$ cat src/rtl/switch_pkg.sv
// Shared types and constants for the switch ingress path: ingress FSM states,
// word geometry and the checksum-clear helper.
package switch_pkg;

  typedef enum logic [2:0] {
    ST_IDLE  = 3'd0,
    ST_RECV  = 3'd1,
    ST_FLUSH = 3'd2,
    ST_HOLD  = 3'd3,
    ST_DROP  = 3'd4
  } ingress_state_t;

  localparam int          WORD_BYTES         = 4;
  localparam logic [15:0] ZERO_HALF          = 16'h0000;
  localparam int          CKSUM_WORD_DEFAULT = 6;

  // IPv4 header checksum sits in the upper half of its word.
  function automatic logic [31:0] clear_high_half(input logic [31:0] word);
    return {ZERO_HALF, word[15:0]};
  endfunction

endpackage

$ cat src/rtl/byte_packer.sv
// Packs accepted bytes big-endian into 32-bit words; a short final word is
// zero-padded in its low bytes. The word/strobe outputs are combinational.
module byte_packer
  import switch_pkg::*;
(
  input  logic        clk,
  input  logic        rst,
  input  logic [7:0]  in_data,
  input  logic        in_valid,
  input  logic        in_last,
  output logic [31:0] word,
  output logic        word_stb,
  output logic        word_eop
);

  logic [1:0]  idx_r;
  logic [31:0] acc_r;
  logic [31:0] merged_s;

  // Merge the incoming byte into its lane of the partial word.
  always_comb begin
    merged_s = acc_r;
    case (idx_r)
      2'd0:    merged_s[31:24] = in_data;
      2'd1:    merged_s[23:16] = in_data;
      2'd2:    merged_s[15:8]  = in_data;
      2'd3:    merged_s[7:0]   = in_data;
      default: merged_s = acc_r;
    endcase
  end

  assign word     = merged_s;
  assign word_stb = in_valid && ((idx_r == 2'(WORD_BYTES - 1)) || in_last);
  assign word_eop = in_valid && in_last;

  // Lane index and partial word; both restart once a word is emitted.
  always_ff @(posedge clk or negedge rst) begin
    if (!rst) begin
      idx_r <= 2'd0;
      acc_r <= 32'd0;
    end else if (word_stb) begin
      idx_r <= 2'd0;
      acc_r <= 32'd0;
    end else if (in_valid) begin
      idx_r <= idx_r + 2'd1;
      acc_r <= merged_s;
    end
  end

endmodule

$ cat src/rtl/pkt_ingress_loader.sv
// Ingress loader: byte stream -> packet SRAM words, then ready/done handoff.
// Define CKSUM_CLEAR_EN to zero the IPv4 checksum half of word CKSUM_WORD.
module pkt_ingress_loader
  import switch_pkg::*;
#(
  parameter int ADDR_WIDTH = 8,
  parameter int MAX_WORDS  = 256,
  parameter int CKSUM_WORD = CKSUM_WORD_DEFAULT
) (
  input  logic                  clk,
  input  logic                  rst,
  input  logic [7:0]            s_data,
  input  logic                  s_valid,
  input  logic                  s_last,
  output logic                  s_ready,
  output logic                  mem_we,
  output logic [ADDR_WIDTH-1:0] mem_addr,
  output logic [31:0]           mem_wdata,
  output logic                  pkt_ready,
  output logic [15:0]           pkt_len,
  input  logic                  pkt_done,
  output logic [15:0]           drop_cnt
);

`ifdef CKSUM_CLEAR_EN
  localparam bit CLEAR_EN = 1'b1;
`else
  localparam bit CLEAR_EN = 1'b0;
`endif
  localparam logic [15:0] MAX_BYTES = 16'(MAX_WORDS * WORD_BYTES);

  ingress_state_t        state_r, state_s;
  logic [15:0]           cnt_r;
  logic [ADDR_WIDTH-1:0] waddr_r, wr_addr_s;
  logic                  accept_s, over_s, pk_valid_s, drop_s, ready_s, cksum_hit_s;
  logic                  pk_stb_s, pk_eop_s;
  logic [31:0]           pk_word_s, wr_data_s;

  assign accept_s   = s_valid && s_ready;
  assign over_s     = (state_r == ST_RECV) && (cnt_r == MAX_BYTES);
  assign pk_valid_s = accept_s && !over_s && ((state_r == ST_IDLE) || (state_r == ST_RECV));
  assign drop_s     = accept_s && s_last && ((state_r == ST_DROP) || over_s);
  assign wr_addr_s  = (state_r == ST_IDLE) ? '0 : waddr_r;
  assign cksum_hit_s = (wr_addr_s == ADDR_WIDTH'(CKSUM_WORD));
  assign ready_s    = (state_s == ST_IDLE) || (state_s == ST_RECV) || (state_s == ST_DROP);

  byte_packer u_packer (
    .clk      (clk),
    .rst      (rst),
    .in_data  (s_data),
    .in_valid (pk_valid_s),
    .in_last  (s_last),
    .word     (pk_word_s),
    .word_stb (pk_stb_s),
    .word_eop (pk_eop_s)
  );

  // Write data, with the optional checksum-half clear.
  always_comb begin
    wr_data_s = pk_word_s;
    if (CLEAR_EN && cksum_hit_s) begin
      wr_data_s = clear_high_half(pk_word_s);
    end else begin
      wr_data_s = pk_word_s;
    end
  end

  // Next-state logic; the oversize byte diverts to DROP without a write.
  always_comb begin
    state_s = state_r;
    case (state_r)
      ST_IDLE:  state_s = pk_valid_s ? (pk_eop_s ? ST_FLUSH : ST_RECV) : ST_IDLE;
      ST_RECV: begin
        if (accept_s && over_s) begin
          state_s = s_last ? ST_IDLE : ST_DROP;
        end else if (pk_eop_s) begin
          state_s = ST_FLUSH;
        end else begin
          state_s = ST_RECV;
        end
      end
      ST_FLUSH: state_s = ST_HOLD;
      ST_HOLD:  state_s = pkt_done ? ST_IDLE : ST_HOLD;
      ST_DROP:  state_s = (accept_s && s_last) ? ST_IDLE : ST_DROP;
      default:  state_s = ST_IDLE;
    endcase
  end

  // State, byte count and word address.
  always_ff @(posedge clk or negedge rst) begin
    if (!rst) begin
      state_r <= ST_IDLE;
      s_ready <= 1'b0;
      cnt_r   <= 16'd0;
      waddr_r <= '0;
    end else begin
      state_r <= state_s;
      s_ready <= ready_s;
      if (state_r == ST_IDLE) begin
        cnt_r   <= pk_valid_s ? 16'd1 : 16'd0;
        waddr_r <= pk_stb_s ? ADDR_WIDTH'(1) : '0;
      end else begin
        if (pk_valid_s) cnt_r <= cnt_r + 16'd1;
        if (pk_stb_s) waddr_r <= waddr_r + ADDR_WIDTH'(1);
      end
    end
  end

  // Registered SRAM port, handshake and drop counter.
  always_ff @(posedge clk or negedge rst) begin
    if (!rst) begin
      mem_we    <= 1'b0;
      mem_addr  <= '0;
      mem_wdata <= 32'd0;
      pkt_ready <= 1'b0;
      pkt_len   <= 16'd0;
      drop_cnt  <= 16'd0;
    end else begin
      mem_we <= pk_stb_s;
      if (pk_stb_s) begin
        mem_addr  <= wr_addr_s;
        mem_wdata <= wr_data_s;
      end
      if (state_r == ST_FLUSH) begin
        pkt_ready <= 1'b1;
        pkt_len   <= cnt_r;
      end else if ((state_r == ST_HOLD) && pkt_done) begin
        pkt_ready <= 1'b0;
      end
      if (drop_s && (drop_cnt != 16'hFFFF)) drop_cnt <= drop_cnt + 16'd1;
    end
  end

endmodule

$ cat config.mk
export PLATFORM = sky130hd
export DESIGN_NAME = pkt_ingress_loader
export DESIGN_NICKNAME = d
export VERILOG_FILES = /design/src/rtl/switch_pkg.sv /design/src/rtl/byte_packer.sv /design/src/rtl/pkt_ingress_loader.sv
export SDC_FILE = /design/constraint.sdc
export NUM_CORES = 1
export LEC_CHECK = 0
export BUFFER_PORTS_ARGS = -buffer_cell sky130_fd_sc_hd__buf_2
export CELL_PAD_IN_SITES_DETAIL_PLACEMENT = 0
export CELL_PAD_IN_SITES_GLOBAL_PLACEMENT = 1
export CORE_ASPECT_RATIO = 1.1
export CORE_MARGIN = 2
export CORE_UTILIZATION = 45
export DETAILED_ROUTE_END_ITERATION = 6
export PLACE_DENSITY = 0.77
export SETUP_SLACK_MARGIN = 0.1
export SLEW_MARGIN = 30
export SYNTH_ARGS = -nofsm -noshare
export SYNTH_HDL_FRONTEND = slang
export SYNTH_SLANG_ARGS = --single-unit
$ cat constraint.sdc
create_clock -name clk -period 3.1 [get_ports clk]
set_clock_uncertainty 0.2 [all_clocks]
set_input_delay 0.155 -clock clk [delete_from_list [all_inputs] [get_ports clk]]
set_output_delay 0.155 -clock clk [all_outputs]
set_load 0.1 [all_outputs]
Yosys cells after proc, flatten, opt, wreduce, memory -nomap -nowiden
Index checks and enable logic that the tools add are counted.

Input port bits: 13. Bits in latches: 0. Output and inout bits: 75. Memories kept: 0. Register bits after elaboration: 136. Bits in read-only memories: 0. Word-level logic and storage cells: 75. Memory bits (writable): 0.

Multiply operators: 0. $add $sub $neg: 4. Divide/modulo/power cells: 0. Eq/ne operators: 11. Mux-type cells: 24. Reductions and logical operators: 24. $lt $le $gt $ge: 0. Bitwise gates (word level): 0. Shift-type cells: 0.

Operators by type and width (number): $mux 32 (2); $mux 8 (7); $add 16x1->16 const B (2); $mux 16 (2); $eq 16x11->1 const B (1); $ne 16x16->1 const B (1); $pmux 3 s5 (1); $mux 3 (4); $logic_and 1x1->1 (11); $add 8x1->8 const B (1); $mux 2 (4); $reduce_bool 2->1 (4); $eq 3x1->1 const B (2); $eq 3x2->1 const B (2); $eq 3x3->1 const B (2); $logic_not 3->1 (2); $logic_or 1x1->1 (5); $eq 2x2->1 const B (2); $mux 1 (4); $add 2x1->2 const B (1); $eq 2x1->1 const B (1); $logic_not 2->1 (1); $logic_not 1->1 (1).

Depth between registers and ports, before layout
Depth after elaboration: 12. Gate-level depth with buffers: 10. Gate-level depth less buffers: 7.

Modules after synthesis
Synthesis repeated with hierarchy kept, for this count alone.

Cells, all modules: 550. Area total of the unflattened synthesis: 6382.4 sq um.

By module, submodules not included: pkt_ingress_loader (seq. area each 2552.4 sq um, area each 4408.0 sq um, instances 1, cells each 373); byte_packer (seq. area each 850.8 sq um, area each 1974.4 sq um, instances 1, cells each 177).

Least setup slack after synthesis
No wires, ideal clock.

Path type: register -> register. Start point: reg drop_cnt[0]. End point: reg drop_cnt[1]. Cell stages (with the launch flop): 6. Setup slack: 410 ps. Buffers on the path: 0. Clock period less this slack: 2690 ps. Required time: 2771 ps. Arrival: 2362 ps. Cell sequence: dfrtp_1 -> ha_1 -> nand4_1 -> or3_1 -> o21ai_1 -> mux2_1.

Word-level cells in the longest chain between the ends: 2. Elaborated cells on any way between the ends: 3.

Ends and longest elaborated chain: start: declaration (RTL line pkt_ingress_loader.sv:22) `output logic [15:0] drop_cnt`; start signal: assignment (RTL line pkt_ingress_loader.sv:130) `if (drop_s && (drop_cnt != 16'hFFFF)) drop_cnt <= drop_cnt + 16'd1;`; parallel branches: the longest is 2 deep, another holds $add 16x1->16.

Parallel ways; which one is timed is not known. A chain may end at the register's enable or synchronous reset.

Worst setup path after layout
Start point: reg cnt_r[0]. End point: reg drop_cnt[9].

Word-level cells in the longest chain between the ends: 5.

Ends and longest elaborated chain: start: declaration (RTL line pkt_ingress_loader.sv:33) `logic [15:0] cnt_r;`; start signal: assignment (RTL line pkt_ingress_loader.sv:100) `cnt_r <= pk_valid_s ? 16'd1 : 16'd0;`; start signal: assignment (RTL line pkt_ingress_loader.sv:103) `if (pk_valid_s) cnt_r <= cnt_r + 16'd1;`; $eq 16x11->1 (RTL line pkt_ingress_loader.sv:40) `assign over_s = (state_r == ST_RECV) && (cnt_r == MAX_BYTES);`; $logic_and 1x1->1 (RTL line pkt_ingress_loader.sv:40); $logic_or 1x1->1 (RTL line pkt_ingress_loader.sv:42) `assign drop_s = accept_s && s_last && ((state_r == ST_DROP) || over_s);`; $logic_and 1x1->1 (RTL line pkt_ingress_loader.sv:42); $logic_and 1x1->1 (RTL line pkt_ingress_loader.sv:130).

Every way passes these cells.

==> impl_metrics.yaml <==
run_status:
  status: "finished clean"
place:
  dpl.hpwl_um: 8368
  placed_area_sq_um: 6619
  gp_congestion: 0.8020
  preCtsSetupSlack_ns: 0.6622
  io_buffers: 87
setup_path:
  cp-endpoint: "drop_cnt[9]$_DFFE_PN0P_"
  cp_max_fo: 12
  critical_path_required_ns: 3.24
  startpoint: "cnt_r[0]$_DFFE_PN0P_"
  cp_data_arrival_time_ns: 2.58
  critPathLaunchType: "flop"
  r2r_setup_slack_ns: 0.66
  critPathCaptureType: "flop"
  worstRegToRegCells: 7
  rr_startpoint: "cnt_r[0]$_DFFE_PN0P_"
  critical_path_class: "flop to flop"
  r2r_end: "drop_cnt[9]$_DFFE_PN0P_"
global_route:
  grt_max_degree: 75
  grt_pass1_wl_um: 21640
  track_usage_pct: 19.08
  grt_pass1_vias: 4268
  grt_antenna_before_repair: 0
  grt_overflow: 0
final_layout:
  regArea_sq_um: 3403
  n_fill_cell: 1170
  drive_gt1_share_pct: 25.20
  area_growth_pct: 21.51
  antenna_cells: 0
  nets: 646
  fin_area_sq_um: 7295
  multi_input_area_sq_um: 2427
job:
  maxCapViolCount: 0
cts:
  clk_pin_slew_worst_paths_ns: 0.05
  cts_max_level: 4
  clock_path_buffers: 2
  cts_root_buf: "clkbuf_16"
  cts_made_buffers: 17
  cts_tree: "done"
  cts.sinks: 136
  clock_latency_ns: 0.42
drt:
  finalWirelength_um: 12600
  vias: 4299
  viasPerCell: 5.401
  drt-initial-drc-count: 210
  drc: 0
  wl_per_cell_um: 15.83
  antenna_left: 0
  dr.pass1.iters: 4
timing:
  fin_crit_ns: 2.435
  rsz0062_at_grt: "no"
  finalCritPeriodShare_pct: 78.56
  drv_slew: 0
  fmax_ghz: 0.4106
  hold_viol_final: 0
  setup_viol: 0
  fin_tns_setup_ns: 0
  layout_setup_ws_ns: 0.6647
  whs_ns: 0.1315
  slew_headroom_pct: 52.69
  tightest_slew_ns: 0.7097
logic_synthesis:
  synth_warnings: 0
  synthArstFlopShare_pct: 100.0
  synth_common_cells: "136 x dfrtp_1, 67 x nand2_1, 32 x mux2i_1, 30 x o21ai_0"
  synth_edf_count: 0
  synth_seq_area_share_pct: 56.69
  netlist.top_cell.by_area: "dfrtp_1"
  synthesis.area_sq_um: 6003
  netlist.area_leader.share_pct: 56.69
  synth.most_common_cell: "dfrtp_1"
  synthTopCellsByArea: "dfrtp_1 57%, mux2i_1 5.3%, nand2_1 4.2%"
  syn_area_per_cell_sq_um: 11.43
  ys_seq_elements: 136
  synth-main-ff-cell: "dfrtp_1"
  syn_inst: 525
  synth_nets: 546
  synth.distinct_cells: 48
floorplanning:
  die_x_um: 114.1
  ioPinCount: 88
  core_area_sq_um: 13100
  rows: 44
  dieArea_sq_um: 14280
  initial_utilization_pct: 45.82
  fp.dieH_um: 125.1
pwr:
  max-vdd-ir-drop_uv: 437.3
  p_leak_nw: 3.526
  cellPowerDensity_nw_per_um2: 965.8
min_path:
  min_path_type: "input pin to async pin"
==> state kept, by name, indices dropped and copies added (netlist names) <==
register,cells
mem_addr,8
s_ready,1
cnt_r,16
state_r,3
mem_we,1
drop_cnt,16
u_packer.idx_r,2
pkt_ready,1
mem_wdata,32
pkt_len,16
u_packer.acc_r,32
waddr_r,8
==> what timing repair did <==
action	4_1_cts	5_1_grt
setup buffers	0	0
endpoints found under the hold margin	132	0
hold buffers	13	0
gates resized for setup	0	0
==> layout make-up <==
class                           count  share of cell area [%]
Timing Repair Buffer              112                   9.417
Clock inverter                      4                  0.9605
Clock buffer                       25                   6.518
Inverter                            8                  0.4117
Tap cell                          161                   2.762
Multi-Input combinational cell    350                   33.28
Sequential cell                   136                   46.66
==> logic make-up after synthesis <==
| kind of cell | count (synthesis) | synth area share [%] |
|---|---|---|
| AOI/OAI and AO/OA | 94 | 10.44 |
| muxes | 50 | 8.712 |
| xor gates and xnor gates | 30 | 4.377 |
| and+or+nand+nor | 168 | 15.15 |
| DFF | 136 | 56.69 |
| adders and majority gates | 8 | 1.667 |
| buffers and inverters | 39 | 2.959 |
==> metal layers <==
metal / GRT usage, % / wire length [um] / vias to the layer above
met3: 5.381 / 517 / 14
met2: 29.80 / 6000 / 98
met1: 25.90 / 5927 / 2117
met5: 0 / 0 / -
li1: - / - / 2070
met4: 6.026 / 155 / 0
==> per-stage QoR <==
stage	power, mW	std cells	util (%)
2_1_floorplan	4.627	525	-
3_3_place_gp	5.116	754	50.52
3_5_place_dp	5.160	754	50.52
4_1_cts	7.106	796	55.67
5_1_grt	7.387	796	55.67
6_report	7.045	796	55.67
==> where the power goes <==
part / internal, mW / switching [mW] / leakage, nW
combinational: 0.617 / 2.17 / 1.41
clock: 1.21 / 0.695 / 0.267
sequential: 2.13 / 0.216 / 1.85
total: 3.96 / 3.08 / 3.53
==> critical path, cell delays in order, from the launching register on <==
cell	delay, ns
dfrtp_1	0.41
inv_1	0.10
ha_1	0.14
nor4b_2	0.21
nand3_2	0.20
o31a_1	0.54
nor4_1	0.38
xor2_1	0.17
==> worst min path at each step <==
stage	from	endpoint	slack [ns]	cells after the start
floorplan	rst	cnt_r[0]$_DFFE_PN0P_	-0.34	0
global placement	rst	mem_we$_DFF_PN0_	0.03	1
detailed placement	rst	mem_wdata[13]$_DFFE_PN0P_	0.04	1
CTS	rst	mem_wdata[13]$_DFFE_PN0P_	0.17	2
global route	rst	mem_wdata[0]$_DFFE_PN0P_	0.20	2
finish	rst	mem_wdata[0]$_DFFE_PN0P_	0.13	2
==> cells in the final DEF (no fill, tap or decap), types with 2 or more instances in the layout <==
cell	Yosys	layout
and2_1	9	9
buf_2	13	86
o21ai_0	30	30
xor2_1	24	24
clkbuf_8	0	2
clkbuf_16	0	17
and4_1	4	4
mux2i_1	32	32
buf_4	2	10
inv_1	8	8
nor3_2	3	4
nand3_1	19	19
or3_1	4	4
o31ai_1	3	3
o21ai_1	18	18
or2_2	2	2
bufinv_16	0	2
and3_1	2	2
o21a_1	2	2
mux2_2	17	17
ha_1	8	8
a32o_1	24	24
nand2_1	67	67
clkbuf_1	14	6
nor4_2	8	8
nor2_1	22	22
a21oi_1	9	9
a31o_2	2	2
buf_12	0	2
nor4_1	6	6
or4_1	3	3
xnor2_1	6	6
dlygate4sd3_1	0	13
clkinv_2	0	2
dfrtp_1	136	136
nand4_1	8	8
nor2b_1	2	2
No activity file was read; power rests on OpenSTA's default activity.
